### config.mk
export PLATFORM = sky130hd
export DESIGN_NAME = sync_bus_capture
export DESIGN_NICKNAME = d
export VERILOG_FILES = /design/src/rtl/sync_bus_capture.sv
export SDC_FILE = /design/constraint.sdc
export NUM_CORES = 1
export LEC_CHECK = 0
export CAP_MARGIN = 30
export CORE_ASPECT_RATIO = 1.1
export CORE_MARGIN = 3
export CORE_UTILIZATION = 50
export CTS_BUF_LIST = sky130_fd_sc_hd__clkbuf_8
export CTS_CLUSTER_SIZE = 14
export DETAILED_ROUTE_END_ITERATION = 7
export GPL_ROUTABILITY_DRIVEN = 0
export MAX_ROUTING_LAYER = met4
export PLACE_DENSITY_LB_ADDON = 0.08
export SYNTH_ARGS = -nofsm -noshare
export SYNTH_HDL_FRONTEND = slang
export SYNTH_SLANG_ARGS = --single-unit
export TNS_END_PERCENT = 10
### constraint.sdc
create_clock -name CLK -period 2.6 [get_ports CLK]
set_input_delay 0.26 -clock CLK [delete_from_list [all_inputs] [get_ports CLK]]
set_output_delay 0.26 -clock CLK [all_outputs]
set_load 0.1 [all_outputs]
### src/rtl/sync_bus_capture.sv
// sync_bus_capture: destination-side capture stage of the CDC data-sync path.
// When the single-cycle PULSE strobe arrives, the quasi-static UNSYNC_BUS is
// sampled into the registered SYNC_BUS, and ENABLE_PULSE is raised for one cycle
// in step with it. Every captured word is also pushed into a small
// first-word-fall-through FIFO with a valid/ready drain port. A word that
// arrives while the FIFO is full, with no pop in that cycle, is dropped and
// counted in a saturating overflow counter.
//
// Ports:
//   CLK, RST             clock (rising edge); asynchronous reset, active-high
//   PULSE, UNSYNC_BUS    capture strobe and the source-domain data word
//   SYNC_BUS             last captured word
//   ENABLE_PULSE         one-cycle strobe, high in the cycle SYNC_BUS takes a new word
//   OUT_VALID/OUT_DATA   FIFO head (OUT_DATA is combinational from storage)
//   OUT_READY            consumer accepts the head word this cycle
//   FIFO_COUNT           FIFO occupancy
//   OVF_COUNT            number of dropped words, saturating
// Optional (macro SYNC_CAPTURE_PARITY_EN):
//   UNSYNC_PAR           even parity of UNSYNC_BUS, stored with each FIFO entry
//   OUT_PAR_ERR          head word disagrees with its stored parity
module sync_bus_capture #(
   parameter int unsigned BUS_WIDTH  = 8,
   parameter int unsigned FIFO_DEPTH = 4,
   parameter int unsigned CNT_WIDTH  = 8
) (
   input  logic                          CLK,
   input  logic                          RST,
   input  logic                          PULSE,
   input  logic [BUS_WIDTH-1:0]          UNSYNC_BUS,
   output logic [BUS_WIDTH-1:0]          SYNC_BUS,
   output logic                          ENABLE_PULSE,
   output logic                          OUT_VALID,
   output logic [BUS_WIDTH-1:0]          OUT_DATA,
   input  logic                          OUT_READY,
   output logic [$clog2(FIFO_DEPTH):0]   FIFO_COUNT,
`ifdef SYNC_CAPTURE_PARITY_EN
   input  logic                          UNSYNC_PAR,
   output logic                          OUT_PAR_ERR,
`endif
   output logic [CNT_WIDTH-1:0]          OVF_COUNT
);

   localparam int unsigned AW = $clog2(FIFO_DEPTH);
   localparam logic [AW:0] FullCnt = (AW+1)'(FIFO_DEPTH);

   logic [BUS_WIDTH-1:0] sync_bus_q, sync_bus_d;
   logic                 enable_q, enable_d;
   logic [BUS_WIDTH-1:0] mem_q [FIFO_DEPTH];
   logic [BUS_WIDTH-1:0] mem_d [FIFO_DEPTH];
   logic [AW-1:0]        wptr_q, wptr_d;
   logic [AW-1:0]        rptr_q, rptr_d;
   logic [AW:0]          count_q, count_d;
   logic                 out_valid_q, out_valid_d;
   logic [CNT_WIDTH-1:0] ovf_q, ovf_d;
   logic                 full, pop, push, drop;
`ifdef SYNC_CAPTURE_PARITY_EN
   logic [FIFO_DEPTH-1:0] par_q, par_d;
`endif

   always_comb begin
      // Occupancy, not pointer equality, decides full/empty.
      full = (count_q == FullCnt);
      pop  = out_valid_q && OUT_READY;
      // A pop in the same cycle frees the slot, so a full FIFO still accepts.
      push = PULSE && (!full || pop);
      drop = PULSE && full && !pop;

      sync_bus_d = sync_bus_q;
      enable_d   = PULSE;
      if (PULSE) begin
         sync_bus_d = UNSYNC_BUS;
      end

      mem_d  = mem_q;
      wptr_d = wptr_q;
      rptr_d = rptr_q;
      if (push) begin
         mem_d[wptr_q] = UNSYNC_BUS;
         wptr_d        = wptr_q + AW'(1);
      end
      if (pop) begin
         rptr_d = rptr_q + AW'(1);
      end

      count_d = count_q;
      unique case ({push, pop})
         2'b10:   count_d = count_q + (AW+1)'(1);
         2'b01:   count_d = count_q - (AW+1)'(1);
         default: count_d = count_q;
      endcase
      out_valid_d = (count_d != '0);

      ovf_d = ovf_q;
      if (drop && (ovf_q != '1)) begin
         ovf_d = ovf_q + CNT_WIDTH'(1);
      end
   end

`ifdef SYNC_CAPTURE_PARITY_EN
   always_comb begin
      par_d = par_q;
      if (push) begin
         par_d[wptr_q] = UNSYNC_PAR;
      end
   end

   always_ff @(posedge CLK or posedge RST) begin
      if (RST) begin
         par_q <= '0;
      end else begin
         par_q <= par_d;
      end
   end

   assign OUT_PAR_ERR = out_valid_q && ((^mem_q[rptr_q]) != par_q[rptr_q]);
`endif

   always_ff @(posedge CLK or posedge RST) begin
      if (RST) begin
         sync_bus_q  <= '0;
         enable_q    <= 1'b0;
         wptr_q      <= '0;
         rptr_q      <= '0;
         count_q     <= '0;
         out_valid_q <= 1'b0;
         ovf_q       <= '0;
         for (int i = 0; i < FIFO_DEPTH; i++) begin
            mem_q[i] <= '0;
         end
      end else begin
         sync_bus_q  <= sync_bus_d;
         enable_q    <= enable_d;
         wptr_q      <= wptr_d;
         rptr_q      <= rptr_d;
         count_q     <= count_d;
         out_valid_q <= out_valid_d;
         ovf_q       <= ovf_d;
         for (int i = 0; i < FIFO_DEPTH; i++) begin
            mem_q[i] <= mem_d[i];
         end
      end
   end

   assign SYNC_BUS     = sync_bus_q;
   assign ENABLE_PULSE = enable_q;
   assign OUT_VALID    = out_valid_q;
   assign OUT_DATA     = mem_q[rptr_q];
   assign FIFO_COUNT   = count_q;
   assign OVF_COUNT    = ovf_q;

endmodule
# --- Yosys cells after proc, flatten, opt, wreduce, memory -nomap -nowiden ---
# Cells that the tools add are included.
totals:
  ff_bits: 57
  latchBits: 0
  ram_bits: 0
  romBits: 0
  out_inout_bits: 29
  elab_cells: 42
  mem_count: 0
classes:
  n_addsub: 5
  n_mul: 0
  div_mod_pow: 0
  magnitude_cmp: 3
  n_eq_ne: 4
  shift: 0
  n_mux: 7
  bitwise_logic: 2
  n_reduce_logical: 10
ops:
  columns: ["cell", "count"]
  rows:
  - ["$bwmux W32", 1]
  - ["$mux W8", 3]
  - ["$bmux W8 S2", 1]
  - ["$demux W8 S2", 1]
  - ["$add A8 B1 Y8 const B", 1]
  - ["$ne A8 B8 Y1 const B", 1]
  - ["$ge A3 B3 Y1 const B", 2]
  - ["$logic_and A1 B1 Y1", 6]
  - ["$not A2 Y3", 2]
  - ["$pmux W3 S2", 1]
  - ["$add A2 B1 Y2 const B", 2]
  - ["$add A3 B1 Y3 const B", 1]
  - ["$eq A3 B3 Y1 const B", 1]
  - ["$lt A3 B1 Y1 const B", 1]
  - ["$reduce_bool A3 Y1", 1]
  - ["$sub A3 B1 Y3 const B", 1]
  - ["$eq A2 B1 Y1 const B", 1]
  - ["$eq A2 B2 Y1 const B", 1]
  - ["$logic_not A1 Y1", 2]
  - ["$logic_or A1 B1 Y1", 1]

# --- Longest topological paths before layout ---
# Gate-level depths: netlist of the first run.
depth:
  word_depth: 7
  mapped_depth: 8
  depth_no_buf: 7

# --- Worst setup path after synthesis of the first run ---
# Ideal clock, no wire load.
synth_timing:
  path_type: "flip-flop to flip-flop"
  startpoint: "reg out_valid_q (netlist: OUT_VALID)"
  endpoint: "reg count_q[2] (netlist: FIFO_COUNT[2])"
  t_arrival_ps: 2382
  required_ps: 2465
  setup_slack_ps: 83
  path_stages_with_launch: 8
  path_cell_list: "dfrtp_1 > and2_1 > buf_2 > nand2b_1 > fa_1 > or3_1 > o21ai_0 > a221oi_1"
synth_between:
  elab_chain_len: 5
  elab_cells_between_ends: 6
synth_rtl:
  columns: ["item", "line", "text"]
  rows:
  - ["from (decl)", "53", "logic out_valid_q, out_valid_d;"]
  - ["from (signal assigned)", "136", "out_valid_q <= out_valid_d;"]
  - ["$logic_and A1 B1 Y1 (*)", "63", "pop = out_valid_q && OUT_READY;"]
  - ["$logic_or A1 B1 Y1", "65", "push = PULSE && (!full || pop);"]
  - ["$logic_and A1 B1 Y1", "65", null]
  - ["$eq A2 B1 Y1 / $eq A2 B2 Y1 (equally long branches)", "86", "unique case ({push, pop})"]
  - ["$pmux W3 S2 (*)", "86", null]
  - ["named net count_d[2]", "52", "logic [AW:0] count_q, count_d;"]
  - ["to (signal assigned)", "135", "count_q <= count_d;"]
  - ["to (decl)", "52", null]
# The timed path passes the listed nets; every way through them passes the cells marked *.
# A chain may end at the register's enable or synchronous reset.

# --- Worst setup path after layout of the first run ---
layout_timing:
  startpoint: "reg rptr_q[0]"
  endpoint: "out OUT_DATA[6]"
layout_between:
  elab_chain_len: 4
layout_rtl:
  columns: ["item", "line", "text"]
  rows:
  - ["from (decl)", "51", "logic [AW-1:0] rptr_q, rptr_d;"]
  - ["from (signal assigned)", "134", "rptr_q <= rptr_d;"]
  - ["$not A2 Y3 (not written as such)", "147", "assign OUT_DATA = mem_q[rptr_q];"]
  - ["$bmux W8 S2", "147", null]
  - ["$mux W8 (not written as such) (2 in series)", "147", null]
  - ["to (decl)", "33", "output logic [BUS_WIDTH-1:0] OUT_DATA,"]
# Every way passes these cells. The select of a mux whose other input is x is not followed.

==> run summary, run 1 <==
Outcome - completed
CP endpoint kind - output port
Clk root buf - clkbuf_8
GRT Residual Overflow - 0
Critical Path AT - 1.87 ns
Detailed-route wire length per cell - 16.58 µm
Largest net degree at the start of global routing - 27
Post-Synth Simple-Gate Area - 0.08018
Mapped cell area - 0.002715 mm²
Req. time, crit path - 2.34 ns
Io pins - 41
Slew Limit Fails - 0
Initial antenna violation count - 0
Mapped Nets - 218
Post-synthesis mux area share - 0.2567
Pre-Repair DR Iteration Count - 4
Die W - 76.26 µm
Slowest cell on crit path - dfrtp_1
Buffers and inverters on the worst path - 1
Register bit total from synthesis - 57
Gate Count Post-Synth - 200
Crit path largest cell delay - 0.70 ns
Slew @ Worst Pin - 0.5635 ns
Core area - 0.005135 mm²
Setup Viol. Count Final - 0
Tcrit/Tclk final - 0.8188
Post-synth EDFFs - 0
Core Util, Final - 0.6484
Total track usage - 0.1856
RR Endpoint - mem_q[24]$_DFFE_PP0P_
Syn. warnings - 0
Reg2Reg Depth - 4
Worst-path clk slew - 0.06 ns
Slew HR - 0.6244
Longest Clk Path Bufs - 2
Layout cells sized above 1 - 0.4360
CTS tree - done
Via density - 5.481
Antenna diodes - 0
Avg Inst Size Synth - 13.58 µm²
XOR/XNOR Fraction of Synth Area - 0.02581
Clk_lat worst skew - 0.33 ns
Synth Area in Compound Gates - 0.05023
Critical path class - reg -> out
First-iteration detailed-routing DRC count - 84
Ys async rst share - 1.000
CP max FO - 9
CTS Hold Bufs - 0
Post-synth top flop - dfrtp_1
Dpl hpwl - 3.785 mm
Fmax - 469.7 MHz
Clock sinks - 57
Port Buf Inserts - 40
Rows - 27
CTS H-tree depth - 3
Clock Skews - 0.005790 ns
Sum Neg Setup Slack - 0 ns
Worst-path cell chain - mux4_2, buf_4
Commonest cells after routing, fill and taps aside - dfrtp_1 (57), mux2_2 (41), buf_4 (35)
Reg-to-reg slack, setup - 0.56 ns
DIE AREA - 0.006351 mm²
Die Y - 83.29 µm
CP top delay family - flip-flops
CTS buffer count - 9
Worst path depth - 2
Initial core utilization - 0.5288
Cell variety after synth - 38
Max-cap violations - 0
Post-synthesis sequential area ratio - 0.5253
R2R Path Start - FIFO_COUNT[2]$_DFF_PP0_
RSZ-0062 raised after global routing - false
Via count - 1765
Setup Slack @ Placement - 0.3945 ns
Postcts setup bufs - 0
Worst Slack Setup Final - 0.4712 ns
CTS-repair resized insts - 0
Syn-to-layout area delta - 22.63%
Global-route wire length before repair - 8.976 mm
Nets - 264
Antenna-violating nets left - 0
Final min period - 2.129 ns
Number of global-route vias before repair - 1825
Count of final hold-check violations - 0
Commonest non-fill, non-tap cell in the layout - dfrtp_1
Synth Area in Adders - 0.03041
Main combinational cell family by area after synthesis - multiplexers
DRC violations left - 0
Worst hold path class - in -> async
Routed WL - 5.338 mm
Type of origin of the critical path - register
==> area by class of cell <==
class	instances	area, µm²
inverter	6	22.52
timing repair buffer	46	372.9
clock buffer	13	178.9
multi-input combinational	126	1204
clock inverter	2	35.03
sequential	57	1426
tap	72	90.09
fill	400	1805
==> per-layer routing <==
| metal | GRT usage | up-vias | wire (µm) |
|---|---|---|---|
| met5 | - | - | 0 |
| met4 | 0.08896 | 0 | 97 |
| met3 | 0.03579 | 9 | 209 |
| met2 | 0.2958 | 38 | 2646 |
| met1 | 0.2281 | 900 | 2385 |
| li1 | - | 818 | - |
==> how the worst max path moves through the flow <==
stage	from	endpoint	slack (ns)
4_1_cts	rptr_q[0]$_DFFE_PP0N_	OUT_DATA[6]	0.42
5_1_grt	rptr_q[0]$_DFFE_PP0N_	OUT_DATA[6]	0.37
3_5_place_dp	OUT_READY	OUT_VALID$_DFF_PP0_	0.39
3_3_place_gp	OUT_READY	FIFO_COUNT[2]$_DFF_PP0_	0.48
6_report	rptr_q[0]$_DFFE_PP0N_	OUT_DATA[6]	0.47
2_1_floorplan	OUT_VALID$_DFF_PP0_	FIFO_COUNT[2]$_DFF_PP0_	0.08
==> state kept, by name (all words and copies together), names as in the netlist <==
name and cells:
SYNC_BUS 8, wptr_q 2, OUT_VALID 1, OVF_COUNT 8
rptr_q 2, FIFO_COUNT 3, mem_q 32, ENABLE_PULSE 1
==> cells by family after synthesis <==
kind of cell	Yosys count
flops	57
mux	54
simple gates	37
compound gates	21
buf+inv	17
xor+xnor	8
fa+ha+maj	6
==> synth_stat cells, types with 2 or more instances <==
cell type / count / area, µm²
a21oi_1: 7 / 35.03
a31oi_1: 2 / 12.51
and2_1: 6 / 37.54
buf_2: 5 / 25.02
buf_4: 4 / 30.03
clkbuf_1: 2 / 7.510
dfrtp_1: 57 / 1426
ha_1: 5 / 62.56
inv_1: 6 / 22.52
mux2_2: 41 / 461.7
mux2i_1: 4 / 40.04
mux4_2: 8 / 180.2
nand2_1: 9 / 33.78
nand2b_1: 2 / 12.51
nand3_1: 4 / 20.02
nor2_1: 3 / 11.26
nor3_1: 3 / 15.01
nor4_1: 2 / 12.51
o21ai_0: 5 / 25.02
xnor2_1: 5 / 43.79
xor2_1: 3 / 26.28
==> metrics by stage <==
| step | area [µm²] | std cells | hold slack (ns) |
|---|---|---|---|
| after detailed placement | 3115 | 307 | 0.4938 |
| after floorplan | 2715 | 200 | 0.2914 |
| after global routing | 3329 | 322 | 0.1840 |
| final | 3329 | 322 | 0.1676 |
| after CTS | 3329 | 322 | 0.1620 |
| after global placement | 3115 | 307 | 0.4831 |
Power of run 1 is left out: the tool's default activity adds up to more than one toggle a clock period on the data nets, which glitch-free logic cannot reach.
==> run 2, diff against run 1 <==
Clock period 2.6 ns to 2 ns, I/O delays scaled along.
==> run 2 against run 1 <==
  * Via count increased by 0.91%
  * Highest routed layer unchanged
  * Critical path depth increased by 1
  * Setup slack got worse by 0.30 ns
  * Die area unchanged
  * Non-clock buffer count increased by 12
  * Wire length increased by 5.9%
  * Sequential share of layout area decreased by 2.1 points
  * Cell area increased by 5.4%
  * Global-route usage increased by 1.5 points
==> run summary, run 2 (synthesis results as in run 1) <==
Outcome - completed
Reg-to-reg slack, setup - 0.28 ns (-0.28 ns)
Io pins - 41 (unchanged)
Initial antenna violation count - 0 (unchanged)
Longest Clk Path Bufs - 2 (unchanged)
Pre-Repair DR Iteration Count - 4 (unchanged)
R2R Path Start - OUT_VALID$_DFF_PP0_
Number of global-route vias before repair - 1979 (+8.4%)
Tcrit/Tclk final - 0.9148
Slew @ Worst Pin - 0.4935 ns (-0.07000 ns)
Worst-path clk slew - 0.06 ns (about the same)
Total track usage - 0.2011 (+0.01549)
Postcts setup bufs - 0 (unchanged)
Commonest cells after routing, fill and taps aside - dfrtp_1 (54), mux2_2 (41), buf_4 (38)
Worst-path cell chain - buf_4, mux4_2, buf_12
Antenna diodes - 0 (unchanged)
CTS H-tree depth - 3 (unchanged)
Core area - 0.005135 mm² (unchanged)
Clock sinks - 57 (unchanged)
Critical path class - reg -> out
Type of origin of the critical path - register
Max-cap violations - 0 (unchanged)
Largest net degree at the start of global routing - 37 (+37%)
Setup Viol. Count Final - 0 (unchanged)
Crit path largest cell delay - 0.56 ns (-0.14 ns)
Req. time, crit path - 1.80 ns (-0.54 ns)
Final min period - 1.830 ns
Dpl hpwl - 4.117 mm (+8.8%)
Initial core utilization - 0.5288 (unchanged)
Port Buf Inserts - 40 (unchanged)
Largest Register - mem_q
Rows - 27 (unchanged)
Slew HR - 0.6710 (+0.04666)
CP endpoint kind - output port
Die W - 76.26 µm (unchanged)
Max reg flops - 32 (unchanged)
Clk root buf - clkbuf_8
First-iteration detailed-routing DRC count - 109 (+30%)
Layout cells sized above 1 - 0.4791 (+0.04309)
Nets - 276 (+4.5%)
DIE AREA - 0.006351 mm² (unchanged)
CTS Hold Bufs - 0 (unchanged)
Via count - 1781 (+0.91%)
Via density - 5.316 (-3.0%)
Fmax - 546.6 MHz
GRT Residual Overflow - 0 (unchanged)
RSZ-0062 raised after global routing - false
Slew Limit Fails - 0 (unchanged)
DRC violations left - 0 (unchanged)
Syn-to-layout area delta - 29.22%
Die Y - 83.29 µm (unchanged)
Global-route wire length before repair - 9.549 mm (+6.4%)
Detailed-route wire length per cell - 16.87 µm (+1.8%)
Clk_lat worst skew - 0.33 ns (about the same)
Count of final hold-check violations - 0 (unchanged)
CTS tree - done
CTS-repair resized insts - 0 (unchanged)
RR Endpoint - OUT_VALID$_DFF_PP0_
Slowest cell on crit path - mux4_2
Commonest non-fill, non-tap cell in the layout - dfrtp_1
Critical Path AT - 1.63 ns (-0.24 ns)
Routed WL - 5.652 mm (+5.9%)
CP max FO - 6 (-3)
Hold_ws - 0.2044 ns (+0.03678 ns)
Clock Skews - 0.005630 ns (-0.0001604 ns)
CTS buffer count - 9 (unchanged)
Antenna-violating nets left - 0 (unchanged)
Worst hold path class - in -> async
Reg2Reg Depth - 7 (+3)
## run 2: cell types whose count changed in the layout (fill, tap and decap cells not counted), moves of 2 or more
| cell | delta |
|---|---|
| inv_1 | +2 |
| buf_12 | +9 |
| clkinv_2 | +2 |
| clkbuf_8 | -2 |
| dfrtp_1 | -3 |
| dfrtp_2 | +3 |
| buf_4 | +3 |
## run 2: worst max-delay path by stage
stage / from / to / slack [ns] / depth (start not counted)
floorplan: OUT_VALID$_DFF_PP0_ / FIFO_COUNT[2]$_DFF_PP0_ / -0.12 / 7
global placement: OUT_READY / FIFO_COUNT[2]$_DFF_PP0_ / 0.02 / 7
detailed placement: OUT_READY / OUT_VALID$_DFF_PP0_ / -0.08 / 8
CTS: rptr_q[0]$_DFFE_PP0N_ / OUT_DATA[0] / 0.14 / 3
global route: rptr_q[0]$_DFFE_PP0N_ / OUT_DATA[0] / 0.09 / 3
finish: rptr_q[0]$_DFFE_PP0N_ / OUT_DATA[0] / 0.17 / 3
## run 2: per-stage QoR
stage               std cells  TNS (ns)  instance area, µm²    util  setup WS (ns)
finish                    335         0                3508  0.6832         0.1704
global route              335         0                3508  0.6832        0.09184
CTS                       335         0                3508  0.6832         0.1410
detailed placement        319  -0.09916                3334  0.6494       -0.07595
global placement          319         0                3334  0.6494        0.02271
floorplan                 200    -1.739                2738       -        -0.1245
## run 2: area by class of cell
| type | count | area (µm²) |
|---|---|---|
| Fill cell | 380 | 1627 |
| Sequential cell | 57 | 1430 |
| Multi-Input combinational cell | 126 | 1216 |
| Timing Repair Buffer | 58 | 575.6 |
| Clock buffer | 11 | 151.4 |
| Tap cell | 72 | 90.09 |
| Clock inverter | 5 | 22.52 |
| Inverter | 6 | 22.52 |
## run 2: metal layers
layer,track usage,routed length (µm),share of wire,vias up
li1,-,-,-,834
met1,0.2335,2412,0.43,886
met2,0.3285,2888,0.51,48
met3,0.04230,209,0.037,13
met4,0.1054,142,0.025,0
met5,-,0,0,-
## run 2: worst max-delay path: cells and delay by family, from the launching register on
kind	cells	cell delay [ns]
multiplexers	1	0.56
flip-flops	1	0.36
buffers and inverters	2	0.39
Power of run 2 is left out for the same reason.
==> run 3, diff against run 2 <==
Settings changed: RECOVER_POWER set to 100.
==> run 3 against run 2 <==
  * Via count rose by 0.22%
  * Hold slack improved by 0.28 ns
  * Sequential share of layout area rose by 2.1 points
  * Largest cell class unchanged
  * Flip-flop and latch count did not move
  * Non-clock buffer count did not move
  * Critical endpoint unchanged
==> run summary, run 3 (synthesis results as in run 1) <==
Core area - 0.005135 mm² (unchanged)
Count of final hold-check violations - 0 (unchanged)
Worst path depth - 3 (unchanged)
Clock Skews - 0.005581 ns (-0.00004916 ns)
Worst-path clk slew - 0.06 ns (about the same)
Type of origin of the critical path - register
Slowest cell on crit path - mux4_2
Die Y - 83.29 µm (unchanged)
Via count - 1785 (+0.22%)
Outcome - completed
Initial antenna violation count - 0 (unchanged)
Critical path class - reg -> out
CTS buffer count - 9 (unchanged)
Largest Register - mem_q
Area taken by flip-flops and latches - 0.001429 mm² (about the same)
Dpl cell area - 0.003334 mm² (unchanged)
Fill cells - 427 (+12%)
Commonest non-fill, non-tap cell in the layout - dfrtp_1
CP endpoint kind - output port
Io pins - 41 (unchanged)
Layout cells sized above 1 - 0.4221 (-0.05703)
Reg2Reg Depth - 5 (-2)
Nets - 276 (unchanged)
Crit path largest cell delay - 0.53 ns (-0.03 ns)
Total track usage - 0.2011 (unchanged)
Clock sinks - 57 (unchanged)
CTS Hold Bufs - 0 (unchanged)
Syn-to-layout area delta - 22.90%
Postcts setup bufs - 0 (unchanged)
Via density - 5.328 (+0.22%)
Initial core utilization - 0.5288 (unchanged)
Tcrit/Tclk final - 0.9049 (-0.009879)
Slew HR - 0.4316 (-0.2394)
Die W - 76.26 µm (unchanged)
Longest Clk Path Bufs - 2 (unchanged)
Clk_lat worst skew - 0.33 ns (about the same)
Largest net degree at the start of global routing - 37 (unchanged)
Final Instance Area - 0.003337 mm² (-4.9%)
Buffers and inverters on the worst path - 2 (unchanged)
CTS tree - done
Reg-to-reg slack, setup - 0.20 ns (-0.08 ns)
Critical Path AT - 1.61 ns (-0.02 ns)
DIE AREA - 0.006351 mm² (unchanged)
Number of global-route vias before repair - 1979 (unchanged)
Worst-path cell chain - buf_4, mux4_2, buf_6
First-iteration detailed-routing DRC count - 85 (-22%)
Final min period - 1.810 ns (-0.01976 ns)
Routed WL - 5.560 mm (-1.6%)
Multi-input logic area - 0.001206 mm² (-0.82%)
Slew @ Worst Pin - 0.8516 ns (+0.3582 ns)
DRC violations left - 0 (unchanged)
Rows - 27 (unchanged)
Detailed-route wire length per cell - 16.60 µm (-1.6%)
Slew Limit Fails - 0 (unchanged)
CP max FO - 6 (unchanged)
CP top delay family - multiplexers
CTS H-tree depth - 3 (unchanged)
Pre-Repair DR Iteration Count - 4 (unchanged)
Max-cap violations - 0 (unchanged)
Setup Viol. Count Final - 0 (unchanged)
Commonest cells after routing, fill and taps aside - dfrtp_1 (55), mux2_2 (40), clkbuf_2 (23)
Dpl hpwl - 4.117 mm (unchanged)
Port Buf Inserts - 40 (unchanged)
Antenna diodes - 0 (unchanged)
Worst hold path class - in -> async
Antenna-violating nets left - 0 (unchanged)
GRT Residual Overflow - 0 (unchanged)
Global-route wire length before repair - 9.549 mm (unchanged)
Req. time, crit path - 1.80 ns (about the same)
Max reg flops - 32 (unchanged)
Clk root buf - clkbuf_8
RSZ-0062 raised after global routing - false
CTS-repair resized insts - 0 (unchanged)
Fmax - 552.5 MHz (+1.1%)
## run 3: final timing paths
check | from | end
worst max-delay path | rptr_q[0]$_DFFE_PP0N_ | OUT_DATA[0]
worst min-delay path | RST | mem_q[3]$_DFFE_PP0P_
worst max register to register | FIFO_COUNT[1]$_DFF_PP0_ | mem_q[15]$_DFFE_PP0P_
worst min register to register | mem_q[13]$_DFFE_PP0P_ | mem_q[13]$_DFFE_PP0P_
max in group asynchronous | RST | FIFO_COUNT[0]$_DFF_PP0_
min in group CLK | mem_q[13]$_DFFE_PP0P_ | mem_q[13]$_DFFE_PP0P_
## run 3: layout make-up
cell class / count / share of cell area
repair buffers: 58 / 0.1245
clock buffers: 11 / 0.04537
multi-input cells: 126 / 0.3615
inverters: 6 / 0.006749
clock inverters: 5 / 0.006749
well taps: 72 / 0.02700
flip-flops and latches: 57 / 0.4282
## run 3: worst register-to-register path, stage by stage (launching register included)
cell and delay [ns]:
dfrtp_1 0.44, nor2b_1 0.14, a21boi_2 0.29, and2_0 0.24, clkbuf_1 0.21, mux2_2 0.36
## run 3: metal layers
layer	up-vias	global-route usage	share of wire
met1	899	0.2335	0.43
met4	0	0.1054	0.018
met3	9	0.04230	0.034
li1	835	-	-
met2	42	0.3285	0.52
met5	-	-	0
## run 3: metrics by stage
step,TNS (ns),setup slack [ns],hold slack [ns],instances,utilization
floorplan,-1.739,-0.1245,0.2314,200,-
global placement,0,0.02271,0.4836,319,0.6494
detailed placement,-0.09916,-0.07595,0.4917,319,0.6494
CTS,0,0.1410,0.2145,335,0.6832
global route,0,0.05184,0.5211,335,0.6499
finish,0,0.1902,0.4855,335,0.6499
Power of run 3 is left out for the same reason.
